===== config.mk =====
export PLATFORM = sky130hd
export DESIGN_NAME = spi_regbank_sync
export DESIGN_NICKNAME = d
export VERILOG_FILES = /design/src/rtl/spi_regbank_sync.sv
export SDC_FILE = /design/constraint.sdc
export NUM_CORES = 1
export LEC_CHECK = 0
export CAP_MARGIN = 20
export CORE_MARGIN = 5
export CORE_UTILIZATION = 35
export DETAILED_ROUTE_END_ITERATION = 12
export PLACE_DENSITY = 0.61
export RECOVER_POWER = 100
export SYNTH_ARGS = -nofsm -noshare
export SYNTH_HDL_FRONTEND = slang
export SYNTH_SLANG_ARGS = --single-unit

===== constraint.sdc =====
create_clock -name clk -period 2.8 [get_ports clk]
set_input_delay 0.56 -clock clk [delete_from_list [all_inputs] [get_ports clk]]
set_output_delay 0.56 -clock clk [all_outputs]
set_load 0.03 [all_outputs]

===== src/rtl/spi_regbank_sync.sv =====
// SPI-programmed register bank with set/clear/toggle frames and in-frame readback.
// Every SPI pin is oversampled in clk; no logic runs on SCK or CS.
module spi_regbank_sync #(
  parameter int                   NREG          = 16,
  parameter int                   RW            = 4,
  parameter int                   ADDR_BITS     = 8,
  parameter int                   BASE_ADDR     = 12,
  parameter int                   SOFT_RST_ADDR = 11,
  parameter logic [NREG*RW-1:0]   RESET_VAL     = '0
) (
  input  logic               clk,
  input  logic               rst_n,
  input  logic               spi_clk,
  input  logic               spi_cs,
  input  logic               spi_special,
  input  logic               spi_din,
  output logic               spi_dout,
  output logic [NREG*RW-1:0] regs,
  output logic               wr_stb,
  output logic               frame_err
);

  localparam int                  FRAME     = ADDR_BITS + 2*RW;
  localparam int                  CW        = $clog2(FRAME + 2);
  localparam int                  AW1       = ADDR_BITS + 1;
  localparam logic [AW1-1:0]      BASE_EXT  = AW1'(BASE_ADDR);
  localparam logic [ADDR_BITS-1:0] SOFT_ADDR = ADDR_BITS'(SOFT_RST_ADDR);
  localparam logic [CW-1:0]       CNT_FRAME = CW'(FRAME);
  localparam logic [CW-1:0]       CNT_SAT   = CW'(FRAME + 1);
  localparam logic [CW-1:0]       CNT_ADDR  = CW'(ADDR_BITS);

  typedef enum logic [1:0] {ST_IDLE, ST_FRAME, ST_ABORT} state_t;

  logic [2:0]           sck_sr, cs_sr, sp_sr;
  logic [1:0]           din_sr;
  logic [1:0]           warm_q;
  logic                 sync_ok;
  logic                 sck_rise, sck_fall, cs_rise, cs_fall, sp_rise;
  logic                 frame_start, frame_end, abort, in_frame;
  logic                 commit_req, err_req;
  state_t               state_q, state_d;
  logic [CW-1:0]        cnt_q;
  logic [FRAME-1:0]     shift_q;
  logic [2*RW-1:0]      shadow_q;
  logic [RW-1:0]        rd_val;
  logic [ADDR_BITS-1:0] rd_addr;
  logic                 commit_q, err_q;
  logic [FRAME-1:0]     word_q;
  logic [ADDR_BITS-1:0] waddr;
  logic [RW-1:0]        w_set, w_clr;
  logic [NREG-1:0]      w_hit;
  logic [RW-1:0]        reg_q [NREG];

  function automatic logic [RW-1:0] upd(input logic [RW-1:0] r,
                                        input logic [RW-1:0] s,
                                        input logic [RW-1:0] c);
    logic [RW-1:0] t;
    t = s & c;
    if (|t) return r ^ t;
    return (r | s) & ~c;
  endfunction

  // Stage [0],[1] synchronise; stage [2] is history for edge detection.
  always_ff @(posedge clk or negedge rst_n) begin
    if (!rst_n) begin
      sck_sr <= 3'b000;
      cs_sr  <= 3'b111;
      sp_sr  <= 3'b111;
      din_sr <= 2'b00;
      warm_q <= 2'd0;
    end else begin
      sck_sr <= {sck_sr[1:0], spi_clk};
      cs_sr  <= {cs_sr[1:0], spi_cs};
      sp_sr  <= {sp_sr[1:0], spi_special};
      din_sr <= {din_sr[0], spi_din};
      if (warm_q != 2'd3) warm_q <= warm_q + 2'd1;
    end
  end

  // Edges are masked until real pin levels reach the history stage, so a CS
  // already low when reset lifts is not mistaken for a frame start.
  assign sync_ok  = (warm_q == 2'd3);
  assign sck_rise = sync_ok &  sck_sr[1] & ~sck_sr[2];
  assign sck_fall = sync_ok & ~sck_sr[1] &  sck_sr[2];
  assign cs_rise  = sync_ok &  cs_sr[1]  & ~cs_sr[2];
  assign cs_fall  = sync_ok & ~cs_sr[1]  &  cs_sr[2];
  assign sp_rise  = sync_ok &  sp_sr[1]  & ~sp_sr[2];

  assign frame_start = cs_fall & ~sp_sr[1];
  assign frame_end   = cs_rise & (state_q != ST_IDLE);
  assign abort       = (state_q == ST_FRAME) & sp_rise & ~cs_sr[1];
  assign in_frame    = (state_q == ST_FRAME) & ~cs_sr[1] & ~sp_sr[1];
  assign commit_req  = frame_end & (state_q == ST_FRAME) & ~sp_sr[1] & (cnt_q == CNT_FRAME);
  assign err_req     = frame_end & ((state_q == ST_ABORT) | (cnt_q != CNT_FRAME));

  always_ff @(posedge clk or negedge rst_n) begin
    if (!rst_n) state_q <= ST_IDLE;
    else        state_q <= state_d;
  end

  always_comb begin
    state_d = state_q;
    if (frame_start)    state_d = ST_FRAME;
    else if (frame_end) state_d = ST_IDLE;
    else if (abort)     state_d = ST_ABORT;
  end

  // CS rise has priority over any SCK edge seen in the same cycle.
  always_ff @(posedge clk or negedge rst_n) begin
    if (!rst_n) begin
      cnt_q    <= '0;
      shift_q  <= '0;
      shadow_q <= '0;
      spi_dout <= 1'b0;
    end else if (frame_start) begin
      cnt_q    <= '0;
      shift_q  <= '0;
      shadow_q <= '0;
      spi_dout <= 1'b0;
    end else if (abort) begin
      cnt_q <= CNT_SAT;
    end else if (in_frame && sck_rise) begin
      shift_q <= {shift_q[FRAME-2:0], din_sr[1]};
      if (cnt_q != CNT_SAT) cnt_q <= cnt_q + CW'(1);
    end else if (in_frame && sck_fall) begin
      if (cnt_q == CNT_ADDR) begin
        shadow_q <= {rd_val, {RW{1'b0}}};
        spi_dout <= rd_val[RW-1];
      end else begin
        shadow_q <= {shadow_q[2*RW-2:0], 1'b0};
        spi_dout <= shadow_q[2*RW-2];
      end
    end
  end

  // Compare in ADDR_BITS+1 bits so BASE_ADDR+NREG never wraps into low addresses.
  assign rd_addr = shift_q[ADDR_BITS-1:0];

  always_comb begin
    rd_val = '0;
    for (int i = 0; i < NREG; i++) begin
      if ({1'b0, rd_addr} == BASE_EXT + AW1'(i)) rd_val = reg_q[i];
    end
  end

  always_ff @(posedge clk or negedge rst_n) begin
    if (!rst_n) begin
      commit_q <= 1'b0;
      err_q    <= 1'b0;
      word_q   <= '0;
    end else begin
      commit_q <= commit_req;
      err_q    <= err_req;
      if (commit_req) word_q <= shift_q;
    end
  end

  assign waddr = word_q[FRAME-1 -: ADDR_BITS];
  assign w_set = word_q[RW-1:0];
  assign w_clr = word_q[2*RW-1:RW];

  always_comb begin
    w_hit = '0;
    for (int i = 0; i < NREG; i++) begin
      w_hit[i] = ({1'b0, waddr} == BASE_EXT + AW1'(i));
    end
  end

  always_ff @(posedge clk or negedge rst_n) begin
    if (!rst_n) begin
      for (int i = 0; i < NREG; i++) reg_q[i] <= RESET_VAL[i*RW +: RW];
      wr_stb    <= 1'b0;
      frame_err <= 1'b0;
    end else begin
      wr_stb    <= 1'b0;
      frame_err <= err_q;
      if (commit_q) begin
        if (waddr == SOFT_ADDR) begin
          for (int i = 0; i < NREG; i++) reg_q[i] <= RESET_VAL[i*RW +: RW];
          wr_stb <= 1'b1;
        end else if (|w_hit) begin
          for (int i = 0; i < NREG; i++) begin
            if (w_hit[i]) reg_q[i] <= upd(reg_q[i], w_set, w_clr);
          end
          wr_stb <= 1'b1;
        end
      end
    end
  end

  always_comb begin
    regs = '0;
    for (int i = 0; i < NREG; i++) regs[i*RW +: RW] = reg_q[i];
  end

endmodule


# After elaboration in Yosys (flattened, before gate mapping)
# Index checks and enable logic that the tools add are counted.
# Widths: inputs -> output; s select.
dict set report op_classes {
  add_sub_neg 2
  n_mul 0
  div_mod_pow 0
  order_cmp 0
  eq_ne 43
  shifts 0
  mux 154
  n_bitwise 77
  reduce_logical 46
}
# operator n
set op_table {}
lappend op_table {{$mux 4} 64}
lappend op_table {{$eq 8x5->1 const B} 24}
lappend op_table {{$mux 64} 2}
lappend op_table {{$mux 1} 73}
lappend op_table {{$eq 8x4->1 const B} 9}
lappend op_table {{$and 4x4->4} 17}
lappend op_table {{$or 4x4->4} 16}
lappend op_table {{$xor 4x4->4} 16}
lappend op_table {{$reduce_and 3->1} 17}
lappend op_table {{$mux 16} 3}
lappend op_table {{$reduce_bool 2->1} 20}
lappend op_table {{$mux 7} 5}
lappend op_table {{$and 1x1->1} 20}
lappend op_table {{$mux 5} 4}
lappend op_table {{$reduce_or 16->1} 1}
lappend op_table {{$ne 5x5->1 const B} 2}
lappend op_table {{$reduce_bool 3->1} 3}
lappend op_table {{$mux 2} 3}
lappend op_table {{$ne 2x2->1 const B} 3}
lappend op_table {{$not 1->1} 6}
lappend op_table {{$add 5x1->5 const B} 1}
lappend op_table {{$eq 5x4->1 const B} 1}
lappend op_table {{$eq 5x5->1 const B} 1}
lappend op_table {{$eq 2x2->1 const B} 2}
lappend op_table {{other kinds (7)} 9}
dict set report word_totals {
  register_bits 128
  latch_bits 0
  ramBits 0
  romBits 0
  in_bits 6
  output_inout_bits 67
  elab_cells 353
  mem_count 0
}

# Logic depth before layout (Yosys ltp)
dict set report logic_depth {
  depth_word 22
  ltp_mapped 9
  ltp_nobuf 7
}

# Least setup slack after synthesis
# OpenSTA, ideal clock, no wires.
dict set report synth_timing {
  kind {flip-flop to flip-flop}
  from {register word_q[10]}
  to {register reg_q (netlist bit regs[19])}
  setup_ns 0.139
  t_arrival_ns 1.961
  required_time_ns 2.661
  path_slack_ns 0.700
  path_stages_with_launch 8
  n_path_buf 3
  synth_period_minus_slack_ns 2.100
  cell_sequence {dfrtp_1 > buf_2 > or4_1 > buf_2 > or2_1 > o211ai_1 > buf_4 > o31ai_1}
}
dict set report synth_between {
  elab_chain_cells 4
  elab_cells_between_ends 22
  classes_between {17 x eq/ne; 1 x mux; 4 x reduce/logical}
}
# element line
set synth_lines {}
lappend synth_lines {{from (decl)} 48} ;# logic [FRAME-1:0] word_q;
lappend synth_lines {{from (signal assigned)} 154} ;# if (commit_req) word_q <= shift_q;
lappend synth_lines {{$eq 8x4->1 / $eq 8x5->1 (equally long branches)} 165} ;# w_hit[i] = ({1'b0, waddr} == BASE_EXT + AW1'(i));
lappend synth_lines {{$reduce_or 16->1} 181} ;# end else if (|w_hit) begin
lappend synth_lines {{$reduce_bool 2->1 (no line)} -}
lappend synth_lines {{$reduce_and 3->1 (no line)} -}
lappend synth_lines {{to (signal, indexed assignment)} 183} ;# if (w_hit[i]) reg_q[i] <= upd(reg_q[i], w_set, w_clr);
lappend synth_lines {{to (decl)} 52} ;# logic [RW-1:0] reg_q [NREG];
# Several ways; a longest one is shown, not always the timed one.
# A chain may end at the register's enable or synchronous reset.

# Worst setup path after layout
dict set report layout_timing {
  from {register shift_q[0]}
  to {register shadow_q[5]}
}
dict set report layout_between {
  elab_chain_cells 22
  elab_cells_between_ends 37
  classes_between {16 x eq/ne; 21 x mux}
}
# element line
set layout_lines {}
lappend layout_lines {{from (decl)} 43} ;# logic [FRAME-1:0] shift_q;
lappend layout_lines {{from (signal assigned)} 123} ;# shift_q <= {shift_q[FRAME-2:0], din_sr[1]};
lappend layout_lines {{$eq 8x4->1} 142} ;# if ({1'b0, rd_addr} == BASE_EXT + AW1'(i)) rd_val = reg_q[i];
lappend layout_lines {{$mux 4 (15 in series)} 142}
lappend layout_lines {{$mux 4 *} 142}
lappend layout_lines {{$mux 7 *} 126} ;# if (cnt_q == CNT_ADDR) begin
lappend layout_lines {{$mux 7 *} 125} ;# end else if (in_frame && sck_fall) begin
lappend layout_lines {{$mux 7 *} 122} ;# end else if (in_frame && sck_rise) begin
lappend layout_lines {{$mux 7 *} 120} ;# end else if (abort) begin
lappend layout_lines {{$mux 7 *} 115} ;# end else if (frame_start) begin
lappend layout_lines {{to (signal assigned)} 127} ;# shadow_q <= {rd_val, {RW{1'b0}}};
lappend layout_lines {{to (signal assigned)} 130} ;# shadow_q <= {shadow_q[2*RW-2:0], 1'b0};
lappend layout_lines {{to (decl)} 44} ;# logic [2*RW-1:0] shadow_q;
# Mark *: on every way between the ends. The rest lies on a longest branch, timed or not. The select of a mux whose other input is x is not followed.

==> metrics.md <==
| Metric | Value |
|---|---|
| Outcome | finished with violations |
| Failing checks | capacitance limit, slew limit |
| Ys Warns | 0 |
| Worst VDD drop | 0.455 mV |
| Tcrit/Tclk final | 92.8% |
| Layout cells sized above 1 | 10.4% |
| Reg2Reg Launch Point | shift_q[0] |
| Setup violations, final | 0 |
| CTS Hold Bufs | 0 |
| Slew Limit Fails | 42 |
| GP Congestion | 0.867 |
| Post-CTS Setup Inserts | 0 |
| NetSw | 0.915 mW |
| Crit start category | flip-flop |
| GRT Util Overall | 17.7% |
| Vias in the first global route | 5026 |
| Starting Density | about a third |
| CTS tree | yes |
| Final WL | 17.1 mm |
| Flop pwr share | 44.6% |
| Core Area | 17100 µm² |
| H-tree depth | 4 |
| Setup TNS | 0 ps |
| Diode count | 0 |
| Post-DRT Antenna Nets | 0 |
| Top FF cell, synth | dfrtp_1 |
| Floorplan row count | 48 |
| Sink Count | between 100 and 150 |
| Relative slew slack | -56.4% |
| Mapped Cells | 573 |
| Worst-Skew Late Latency | about 430 ps |
| Tmin final | 2600 ps |
| Mapped Area | approximately 6000 µm² |
| CP required | 3160 ps |
| Synthesized area per cell | 10.5 µm² |
| Clk_skew | 10.1 ps |
| Yosys reg bits | about 120 |
| Final layout net count | 662 |
| WL per Instance | approximately 19 µm |
| Clock Power Share | 51.9% |
| PostCTS Resize Cnt | 0 |
| Num CTS Buffers | 17 |
| Vias per Instance | 5.73 |
| Fill count | 1571 |
| Leak pwr | 3.27 nW |
| DIE HEIGHT | 141 µm |
| DR iter-0 viols | 545 |
| Max Buffers Root-to-Sink | 2 |
| FFs w/ async S/R, synth | 100% |
| Measured slew at the worst slew-check pin | approximately 2300 ps |
| Post-Syn Nets | 583 |
| I/O pin count | 73 |
| Detailed-route via count | 5101 |
| Die Width | around 140 µm |
| Root buf cell | clkbuf_16 |
| Register area share after synthesis | just over 50% |
| Fmax | roughly 0.38 GHz |
| Switching share of total power | 22.1% |
| CP startpoint | shift_q[0] |
| Worst Hold Class | flip-flop to flip-flop |
| RSZ-0062 raised after global routing | no |
| Initial antenna violation count | 0 |
| Fin. Hold Viols | 0 |
| Combinational power share | 3.4% |
| Residual DRC | 0 |
| First-pass GRT wire length | ~28 mm |
| Int Power | 3.22 mW |
| Largest net degree at the start of global routing | 60 |
| Clock slew at the register clock pins of the worst setup and hold paths | ~60 ps |
| Die Area | 19900 µm² |
| CP arrival | about 3000 ps |
| Port Buf Inserts | 72 |
| Crit. End Element | flip-flop |
| Syn-to-layout area delta | 26.2% |
| First-pass detailed-route iteration total | 5 |
| CP max FO | 20 |
| WS Path Type | flip-flop to flip-flop |
| Max cap viols | 1 |
| Hold Path Origin | din_sr[0] |
| Post-synth EDFFs | 0 |
| Grt ovf | 0 |
| WHS | 351 ps |
| Pwr dens | approximately 540 nW/µm² |
| Synth cell types | 67 |
| DP HPWL | between 10 and 15 mm |
[layer usage]
layer | global-route usage (%) | share of wire, % | wire [µm] | vias up
met4 | 6.83 | 2.4 | 402 | 0
li1 | - | - | - | 2340
met1 | 23.5 | 44 | 7600 | 2563
met3 | 3.97 | 5.0 | 848 | 38
met5 | 0 | 0 | 0 | -
met2 | 28.2 | 48 | 8240 | 160
[power groups by stage]
stage                     registers [mW]  clock network, mW  logic [mW]
final                               1.85               2.15       0.142
after global routing                1.85               2.27       0.161
after CTS                           1.85               2.19       0.149
after detailed placement            1.88                  0       0.148
after global placement              1.87                  0       0.144
after floorplan                     1.87                  0      0.0804
[worst paths after layout]
| path | to | depth (start not counted) | slack, ps |
|---|---|---|---|
| worst min register to register | din_sr[1] | 0 | 350 |
| max in group asynchronous | regs[28] | 2 | 580 |
| worst min-delay path | din_sr[1] | 0 | 350 |
| worst max-delay path | shadow_q[5] | 6 | 200 |
| worst max register to register | shadow_q[5] | 6 | 200 |
| min in group asynchronous | sck_sr[0] | 1 | 840 |
[worst max-delay path, cell delays in order, from the launching register on]
cell,delay [ps]
dfrtp_1,750
clkbuf_2,540
nand2_1,190
nor3_1,530
nand3_1,150
a21oi_1,220
a221o_1,150
[synth_stat cells (3+ instances only)]
cell type  count  area [µm²]
o21ai_0       15        75.1
a31oi_1        4        25.0
a21oi_1       28         140
nor4_1         8        50.1
a21o_1         3        22.5
a221oi_1       4        35.0
o31ai_1       65         488
nand2b_1      15        93.8
nor3_1        15        75.1
nand2_1       41         154
nand3b_1       3        22.5
buf_2          7        35.0
mux4_2         7         158
mux2_1        15         169
o21ai_1       64         320
nor3b_1        7        52.6
nand3_1       10        50.1
nor2b_1        7        43.8
o211ai_1       8        60.1
xor2_1         7        61.3
nand3_2        3        30.0
inv_1          8        30.0
xnor2_1        5        43.8
clkbuf_1      25        93.8
mux2i_1        6        60.1
dfstp_2        6         158
ha_1           4        50.1
nor2_1        15        56.3
dfrtp_1      118        2950
[kinds of logic (layout without fill, tap and decap cells)]
| kind of cell | after synthesis | count (layout) | synth area share (%) |
|---|---|---|---|
| compound gates | 214 | 214 | 22.7 |
| xor+xnor | 12 | 12 | 1.74 |
| fa+ha+maj | 4 | 4 | 0.831 |
| buf+inv | 43 | 135 | 2.95 |
| flops | 124 | 124 | 51.6 |
| mux | 29 | 29 | 6.61 |
| simple gates | 147 | 147 | 13.6 |
[flip-flops by register name (all words and copies together), names as in the netlist, 2 cells and up]
register / count
cnt_q: 5
cs_sr: 3
din_sr: 2
regs: 64
sck_sr: 3
shadow_q: 3
shift_q: 16
sp_sr: 3
state_q: 2
warm_q: 2
word_q: 16
[layout by cell type, fill, tap and decap left out, types with 16 or more instances in the layout]
cell / netlist / layout
dfrtp_1: 118 / 118
nor3_1: 15 / 16
a21oi_1: 28 / 28
clkbuf_16: 0 / 17
o31ai_1: 65 / 65
o21ai_0: 15 / 67
nand2_1: 41 / 41
dlygate4sd3_1: 0 / 71
[final cells by class]
type | instances | area, µm² | area share (%)
inverter | 9 | 33.8 | 0.444
clock buffer | 21 | 460 | 6.06
timing repair buffer | 94 | 866 | 11.4
multi-input combinational | 406 | 2730 | 35.9
tap | 225 | 282 | 3.70
sequential | 124 | 3110 | 40.9
clock inverter | 11 | 120 | 1.58
[metrics by stage]
step	cells	util (%)	setup WS [ps]	cell area (µm²)	power, mW
finish	890	44.4	202	7600	4.14
CTS	889	44.6	372	7630	4.18
detailed placement	857	41.2	384	7050	2.03
global placement	857	41.2	456	7050	2.02
floorplan	573	-	700	6020	1.95
global route	890	44.4	84.6	7600	4.28
(Power assumes the default switching activity.)
